`config.mk`:
```
export PLATFORM = sky130hd
export DESIGN_NAME = modulo_arbitro_transferencia_rolhas
export DESIGN_NICKNAME = d
export VERILOG_FILES = /design/src/rtl/modulo_arbitro_transferencia_rolhas.sv
export SDC_FILE = /design/constraint.sdc
export NUM_CORES = 1
export LEC_CHECK = 0
export BUFFER_PORTS_ARGS = -buffer_cell sky130_fd_sc_hd__buf_2
export CAP_MARGIN = 20
export CORE_MARGIN = 2
export CORE_UTILIZATION = 30
export CTS_CLUSTER_DIAMETER = 120
export DETAILED_ROUTE_END_ITERATION = 10
export PLACE_DENSITY = 0.55
export SLEW_MARGIN = 20
export SYNTH_ARGS = -nofsm -noshare
export SYNTH_HDL_FRONTEND = slang
export SYNTH_SLANG_ARGS = --single-unit
```
`constraint.sdc`:
```
create_clock -name clk -period 3.9 [get_ports clk]
set_input_delay 0.195 -clock clk [delete_from_list [all_inputs] [get_ports clk]]
set_output_delay 0.195 -clock clk [all_outputs]
set_load 0.01 [all_outputs]
```
`src/rtl/modulo_arbitro_transferencia_rolhas.sv`:
```
// Arbiter for the shared secondary cork buffer counter: operator reloads count up,
// automatic transfers to the main buffer count down, one cork per clock.
module modulo_arbitro_transferencia_rolhas #(
   parameter int unsigned WIDTH      = 7,
   parameter int unsigned LOTE       = 20,
   parameter int unsigned CAPACIDADE = 99
) (
   input  logic             clk,
   input  logic             clr,
   input  logic             req_operador,
   input  logic [WIDTH-1:0] qtd_operador,
   input  logic             req_transfer,
   input  logic [WIDTH-1:0] nivel_secundario,
   output logic             en_contador,
   output logic             up_down,
   output logic             en_principal,
   output logic             ocupado,
   output logic             ack_operador,
   output logic             ack_transfer,
   output logic             erro_capacidade,
   output logic             falta_rolhas,
   output logic [2:0]       estado
);

   localparam int unsigned SUM_W = WIDTH + 1;

   typedef enum logic [1:0] {
      IDLE  = 2'b00,
      CARGA = 2'b01,
      CONTA = 2'b10,
      FIM   = 2'b11
   } state_t;

   state_t           state_q, state_d;
   logic             pend_op_q, pend_op_d;
   logic [WIDTH-1:0] qtd_lat_q, qtd_lat_d;
   logic [WIDTH-1:0] restante_q, restante_d;
   logic             dono_q, dono_d;
   logic             ultimo_q, ultimo_d;
   logic             up_down_d, en_contador_d, en_principal_d, ocupado_d;
   logic             ack_op_d, ack_tr_d, erro_d, falta_d;
   logic             transfer_ok;
   logic [SUM_W-1:0] soma;

   assign transfer_ok = req_transfer && (nivel_secundario >= WIDTH'(LOTE));
   // Widened sum so an oversized batch cannot wrap past the capacity check
   assign soma        = SUM_W'(nivel_secundario) + SUM_W'(qtd_lat_q);
   assign estado      = {dono_q, state_q};

   // Next-state and next-output logic
   always_comb begin
      state_d    = state_q;
      pend_op_d  = pend_op_q;
      qtd_lat_d  = qtd_lat_q;
      restante_d = restante_q;
      dono_d     = dono_q;
      ultimo_d   = ultimo_q;
      up_down_d  = up_down;
      ack_op_d   = 1'b0;
      ack_tr_d   = 1'b0;
      erro_d     = 1'b0;

      if (!pend_op_q && req_operador) begin
         pend_op_d = 1'b1;
         qtd_lat_d = qtd_operador;
      end

      unique case (state_q)
         IDLE: begin
            // Transfer wins unless it just ran and the operator is waiting
            if (transfer_ok && (!pend_op_q || !ultimo_q)) begin
               dono_d  = 1'b1;
               state_d = CARGA;
            end else if (pend_op_q) begin
               dono_d    = 1'b0;
               pend_op_d = 1'b0;
               state_d   = CARGA;
            end
         end
         CARGA: begin
            if (dono_q) begin
               restante_d = WIDTH'(LOTE);
               up_down_d  = 1'b0;
               state_d    = CONTA;
            end else if (soma > SUM_W'(CAPACIDADE)) begin
               erro_d  = 1'b1;
               state_d = IDLE;
            end else if (qtd_lat_q == '0) begin
               ack_op_d = 1'b1;
               state_d  = FIM;
            end else begin
               restante_d = qtd_lat_q;
               up_down_d  = 1'b1;
               state_d    = CONTA;
            end
         end
         CONTA: begin
            restante_d = restante_q - WIDTH'(1);
            if (restante_q == WIDTH'(1)) begin
               ack_op_d = ~dono_q;
               ack_tr_d = dono_q;
               state_d  = FIM;
            end
         end
         FIM: begin
            ultimo_d = dono_q;
            state_d  = IDLE;
         end
         default: state_d = IDLE;
      endcase

      en_contador_d  = (state_d == CONTA);
      en_principal_d = en_contador_d & dono_d;
      ocupado_d      = (state_d != IDLE);
      falta_d        = req_transfer && (nivel_secundario < WIDTH'(LOTE));
   end

   // State and registered outputs
   always_ff @(posedge clk or negedge clr) begin
      if (!clr) begin
         state_q         <= IDLE;
         pend_op_q       <= 1'b0;
         qtd_lat_q       <= '0;
         restante_q      <= '0;
         dono_q          <= 1'b0;
         ultimo_q        <= 1'b0;
         up_down         <= 1'b0;
         en_contador     <= 1'b0;
         en_principal    <= 1'b0;
         ocupado         <= 1'b0;
         ack_operador    <= 1'b0;
         ack_transfer    <= 1'b0;
         erro_capacidade <= 1'b0;
         falta_rolhas    <= 1'b0;
      end else begin
         state_q         <= state_d;
         pend_op_q       <= pend_op_d;
         qtd_lat_q       <= qtd_lat_d;
         restante_q      <= restante_d;
         dono_q          <= dono_d;
         ultimo_q        <= ultimo_d;
         up_down         <= up_down_d;
         en_contador     <= en_contador_d;
         en_principal    <= en_principal_d;
         ocupado         <= ocupado_d;
         ack_operador    <= ack_op_d;
         ack_transfer    <= ack_tr_d;
         erro_capacidade <= erro_d;
         falta_rolhas    <= falta_d;
      end
   end

endmodule

```
======== Word-level counts from Yosys, hierarchy flattened ========
Cells that the tools add are included.
operators by class
  add/subtract/negate cells ............... 2
  multipliers ............................. 0
  divide/modulo/power cells ............... 0
  $lt $le $gt $ge ......................... 3
  eq/ne operators ......................... 9
  shift operators ......................... 0
  multiplexer cells ....................... 31
  bitwise gates (word level) .............. 2
  reduce and logical (&&, ||, !) cells .... 13
operator list
  operator                                                                count
  7-bit 2-to-1 mux                                                        3
  1-bit 2-to-1 mux                                                        20
  7-bit case mux with 2 select lines                                      1
  2-bit 2-to-1 mux                                                        5
  7-bit by 7-bit adder with 8-bit output                                  1
  8-bit by 7-bit > comparator with 1-bit output (second input constant)   1
  2-bit case mux with 4 select lines                                      1
  7-bit by 1-bit == test with 1-bit output (second input constant)        1
  7-bit by 5-bit >= comparator with 1-bit output (second input constant)  1
  7-bit zero test                                                         1
  7-bit by 5-bit < comparator with 1-bit output (second input constant)   1
  7-bit by 1-bit subtractor with 7-bit output (second input constant)     1
  2-bit == test (second input constant)                                   3
  3-bit != test (second input constant)                                   2
  3-bit AND reduction                                                     2
  1-bit logical AND                                                       4
  2-bit != test (second input constant)                                   2
  2-bit nonzero test                                                      2
  2-bit by 1-bit == test with 1-bit output (second input constant)        1
  1-bit zero test                                                         2
  2-bit zero test                                                         1
  1-bit case mux with 2 select lines                                      1
  1-bit AND                                                               1
  1-bit logical OR                                                        1
  1-bit inverter                                                          1
storage, ports and cells
  register bits ........................... 27
  bits in latches ......................... 0
  memory bits (writable) .................. 0
  bits in read-only memories .............. 0
  output and inout bits ................... 11
  word-level logic and storage cells ...... 74
  memories kept ........................... 0

======== Depth between registers and ports, before layout ========
  depth in word-level cells ............... 7
  mapped depth ............................ 10
  depth with buffers taken out ............ 10

======== Worst setup path after synthesis ========
Ideal clock, no wire load.
  path type ............................... register -> register
  from .................................... register qtd_lat_q[0]
  to ...................................... register restante_q[1]
  arrival ................................. 2.562 ns
  data required time ...................... 3.775 ns
  path slack .............................. 1.213 ns
  cell stages (with the launch flop) ...... 11
  buffers on the path ..................... 0
  clock period less this slack ............ 2.687 ns
  path through ............................ dfrtp_1 > ha_1 > fa_1 > a211oi_1 > nor4_1 > mux2i_1 > a21oi_1 > a211o_4 > a21oi_4 > o21bai_4 > mux2_2
on the way
  word-level cells in the longest chain between the ends .. 4
  elaborated cells on any way between the ends .. 6
  classes of those cells .................. add/sub: 1; order compare: 1; eq/ne: 2; reduce/logical: 2
RTL lines
  item                                           RTL line  source
  from (decl)                                    36        logic [WIDTH-1:0] qtd_lat_q, qtd_lat_d;
  from (signal assigned)                         138       qtd_lat_q <= qtd_lat_d;
  7-bit by 7-bit adder with 8-bit output         47        assign soma = SUM_W'(nivel_secundario) + SUM_W'(qtd_lat_q);
  8-bit by 7-bit > comparator with 1-bit output  85        end else if (soma > SUM_W'(CAPACIDADE)) begin
  3-bit != test (no source line)                 --
  3-bit AND reduction (no source line) *         --
  to (signal assigned)                           139       restante_q <= restante_d;
  to (decl)                                      37        logic [WIDTH-1:0] restante_q, restante_d;
Every way passes the cells marked *; elsewhere a longest branch is shown, timed or not.
A chain may end at the register's enable or synchronous reset.

======== Final worst setup path ========
  from .................................... register qtd_lat_q[0]
  to ...................................... register restante_q[3]
The elaborated chain is that of the path after synthesis.

==> results.py <==
metrics = {
    "status": {
        "status": "finished, final reports clean",
    },
    "detailed_routing": {
        "drc": 0,
        "dr.pass1.iters": 4,
        "routedWlPerCell_um": 13.9,
        "ant_nets": 0,
        "routed_wl_um": 3980,
        "num_vias": 1439,
        "via_per_inst": 5.01,
        "drt_iter0_drc": 88,
    },
    "floorplan": {
        "start_util": 0.306,
        "dieArea_sq_mm": 0.00660,
        "die_w_um": 81.3,
        "ios": 29,
        "core_area_sq_mm": 0.00585,
        "die_h_um": 81.3,
        "rows": 28,
    },
    "critical_path": {
        "start_kind": "register",
        "path_cells": "ha_1 -> fa_1 -> or2_2 -> o22ai_1 -> nand3_1 -> a211oi_1 -> a211o_4 -> a21oi_4 -> o21bai_4 -> a221o_1",
        "r2r_end": "restante_q[3]",
        "arrival_ns": 3.08,
        "slowest_stage": "dfrtp_1",
        "cp.required_ns": 4.07,
        "crit_start": "qtd_lat_q[0]",
        "cpPeakStageDelay_ns": 0.43,
        "critical_path_class": "register to register",
        "worstSetupEndpoint": "restante_q[3]",
        "worst-path-stages": 10,
        "crit_buf_inv": 0,
        "cp_top_family": "compound AO/OA/AOI/OAI gates",
        "worstSetupEndpointType": "register",
        "reg2regPathDepth": 10,
        "r2r_slack_ns": 0.99,
        "worstPathMaxFanout": 7,
        "reg2reg_from": "qtd_lat_q[0]",
    },
    "logic_synthesis": {
        "synth_top_flop_cell": "dfrtp_1",
        "yosysSeqAreaShare": 0.377,
        "synth_top_area_cell": "dfrtp_1",
        "synth_common_cells": "dfrtp_1 (27), nand2_1 (15), ha_1 (14), nor2_1 (14), o21ai_0 (13)",
        "ys_warn_count": 0,
        "yosysMostFrequentCell": "dfrtp_1",
        "netlist_instances": 183,
        "netlist_area_sq_mm": 0.00179,
        "post-synth-top-area-fraction": 0.377,
        "ys_async_sr_fraction": 1.00,
        "synthDistinctLibCells": 47,
        "ys_seq_elements": 27,
        "synth_nets": 216,
        "synth_edf_count": 0,
        "yosys-top-cells-area": "dfrtp_1 (38%), ha_1 (9.8%), mux2_2 (5.7%), o21ai_0 (3.6%), nand2_1 (3.1%)",
        "postSynthAreaPerCell_sq_um": 9.78,
    },
    "clocking": {
        "root_buffer": "clkbuf_8",
        "cts-resized-gates": 0,
        "holdBufCountCts": 1,
        "postCtsSetupRepairBufs": 0,
        "clockBufferDepth": 2,
        "cts-buffers-inserted": 3,
        "clkTransAtPathRegs_ns": 0.10,
        "insertion_delay_ns": 0.28,
        "cts_tree": "done",
        "cts_max_level": 1,
        "cts.sinks": 27,
    },
    "grt": {
        "grtUsageTotal": 0.136,
        "antenna_found_initial": 0,
        "grt_overflow": 0,
        "grt_pass1_vias": 1377,
        "grt_max_degree": 28,
        "grt_pass1_wl_um": 6900,
    },
    "layout": {
        "multi_input_area_sq_mm": 0.00107,
        "drive_gt1_frac": 0.245,
        "fin_nets": 246,
        "final_util": 0.353,
        "syn2layout_area_growth_pct": 15.3,
        "fillCellCount": 596,
        "n_antenna_cell": 0,
        "regArea_sq_um": 676,
        "top_regs": "qtd_lat_q: 7 flops, restante_q: 7 flops, state_q: 2 flops",
    },
    "timing": {
        "hold_violations": 0,
        "fmax_mhz": 344,
        "min_period_over_period": 0.746,
        "drv_slew": 0,
        "worst_pin_slew_ns": 0.746,
        "finalCriticalPeriod_ns": 2.91,
        "skew_ns": 0.00515,
        "rsz0062_at_grt": "no",
        "relSlewSlack": 0.502,
        "setup_tns_ns": 0,
        "finalSetupViolCount": 0,
    },
    "power_and_ir_drop": {
        "peakVddDrop_uv": 300,
        "p_leak_nw": 0.945,
        "p_per_area_mw_per_mm2": 814,
        "p_total_mw": 1.68,
    },
    "place": {
        "place_hpwl_um": 3040,
        "gp_congestion": 0.790,
        "portBuffers": 28,
    },
    "flow_run": {
        "max-cap-violations": 0,
    },
    "worst_hold_path": {
        "hold_class": "input port to register",
    },
}
## metal layers
metal	track usage	up-vias	part of all wire
met5	0	-	0
met4	0.0356	0	0.0088
met3	0.0178	2	0.033
met2	0.212	28	0.46
met1	0.197	686	0.50
li1	-	723	-
## per-stage QoR
step | worst slack [ns] | cell area [sq um] | instances | hold WS, ns
floorplan | 1.21 | 1790 | 183 | -0.101
global route | 0.750 | 2060 | 287 | 0.141
detailed placement | 1.00 | 2010 | 282 | 0.261
global placement | 1.04 | 2010 | 282 | 0.256
finish | 0.990 | 2060 | 287 | 0.139
CTS | 0.978 | 2060 | 287 | 0.132
## layout by cell type, fill, tap and decap left out, types with 3 or more instances in the layout
cell,n
buf_2,28
dfrtp_1,27
nand2_1,15
nor2_1,14
ha_1,14
o21ai_0,13
mux2_2,9
inv_1,8
nor3_1,7
nor2b_1,7
a21oi_1,6
nand2b_1,5
and3_1,5
nor4_1,3
a31oi_1,3
clkbuf_8,3
## worst min-delay path by stage
| stage | from | endpoint | slack (ns) | depth (start not counted) |
|---|---|---|---|---|
| 6_report | qtd_operador[5] | qtd_lat_q[5] | 0.14 | 2 |
| 5_1_grt | qtd_operador[3] | qtd_lat_q[3] | 0.14 | 2 |
| 4_1_cts | qtd_operador[5] | qtd_lat_q[5] | 0.13 | 2 |
| 3_5_place_dp | clr | restante_q[4] | 0.26 | 1 |
| 3_3_place_gp | clr | restante_q[4] | 0.26 | 1 |
| 2_1_floorplan | clr | ack_operador | -0.10 | 0 |
## final cells by class
| cell class | count | area share |
|---|---|---|
| clock buffers | 3 | 0.0200 |
| repair buffers | 29 | 0.0727 |
| multi-input cells | 144 | 0.516 |
| flip-flops and latches | 27 | 0.327 |
| well taps | 75 | 0.0455 |
| clock inverters | 1 | 0.00364 |
| inverters | 8 | 0.0145 |
## cells by family (layout without fill, tap and decap cells)
| logic type | Yosys count | after routing | synth area share |
|---|---|---|---|
| and+or+nand+nor | 69 | 69 | 0.205 |
| AOI/OAI and AO/OA | 49 | 49 | 0.214 |
| DFF | 27 | 27 | 0.377 |
| adders and majority gates | 15 | 15 | 0.109 |
| buffers and inverters | 12 | 41 | 0.0273 |
| muxes | 11 | 11 | 0.0678 |
## where the power goes
group	switching (mW)	internal, mW
logic	0.511	0.469
clock network	0.0950	0.0726
registers	0.135	0.397
total	0.741	0.939
(Power assumes the default switching activity.)
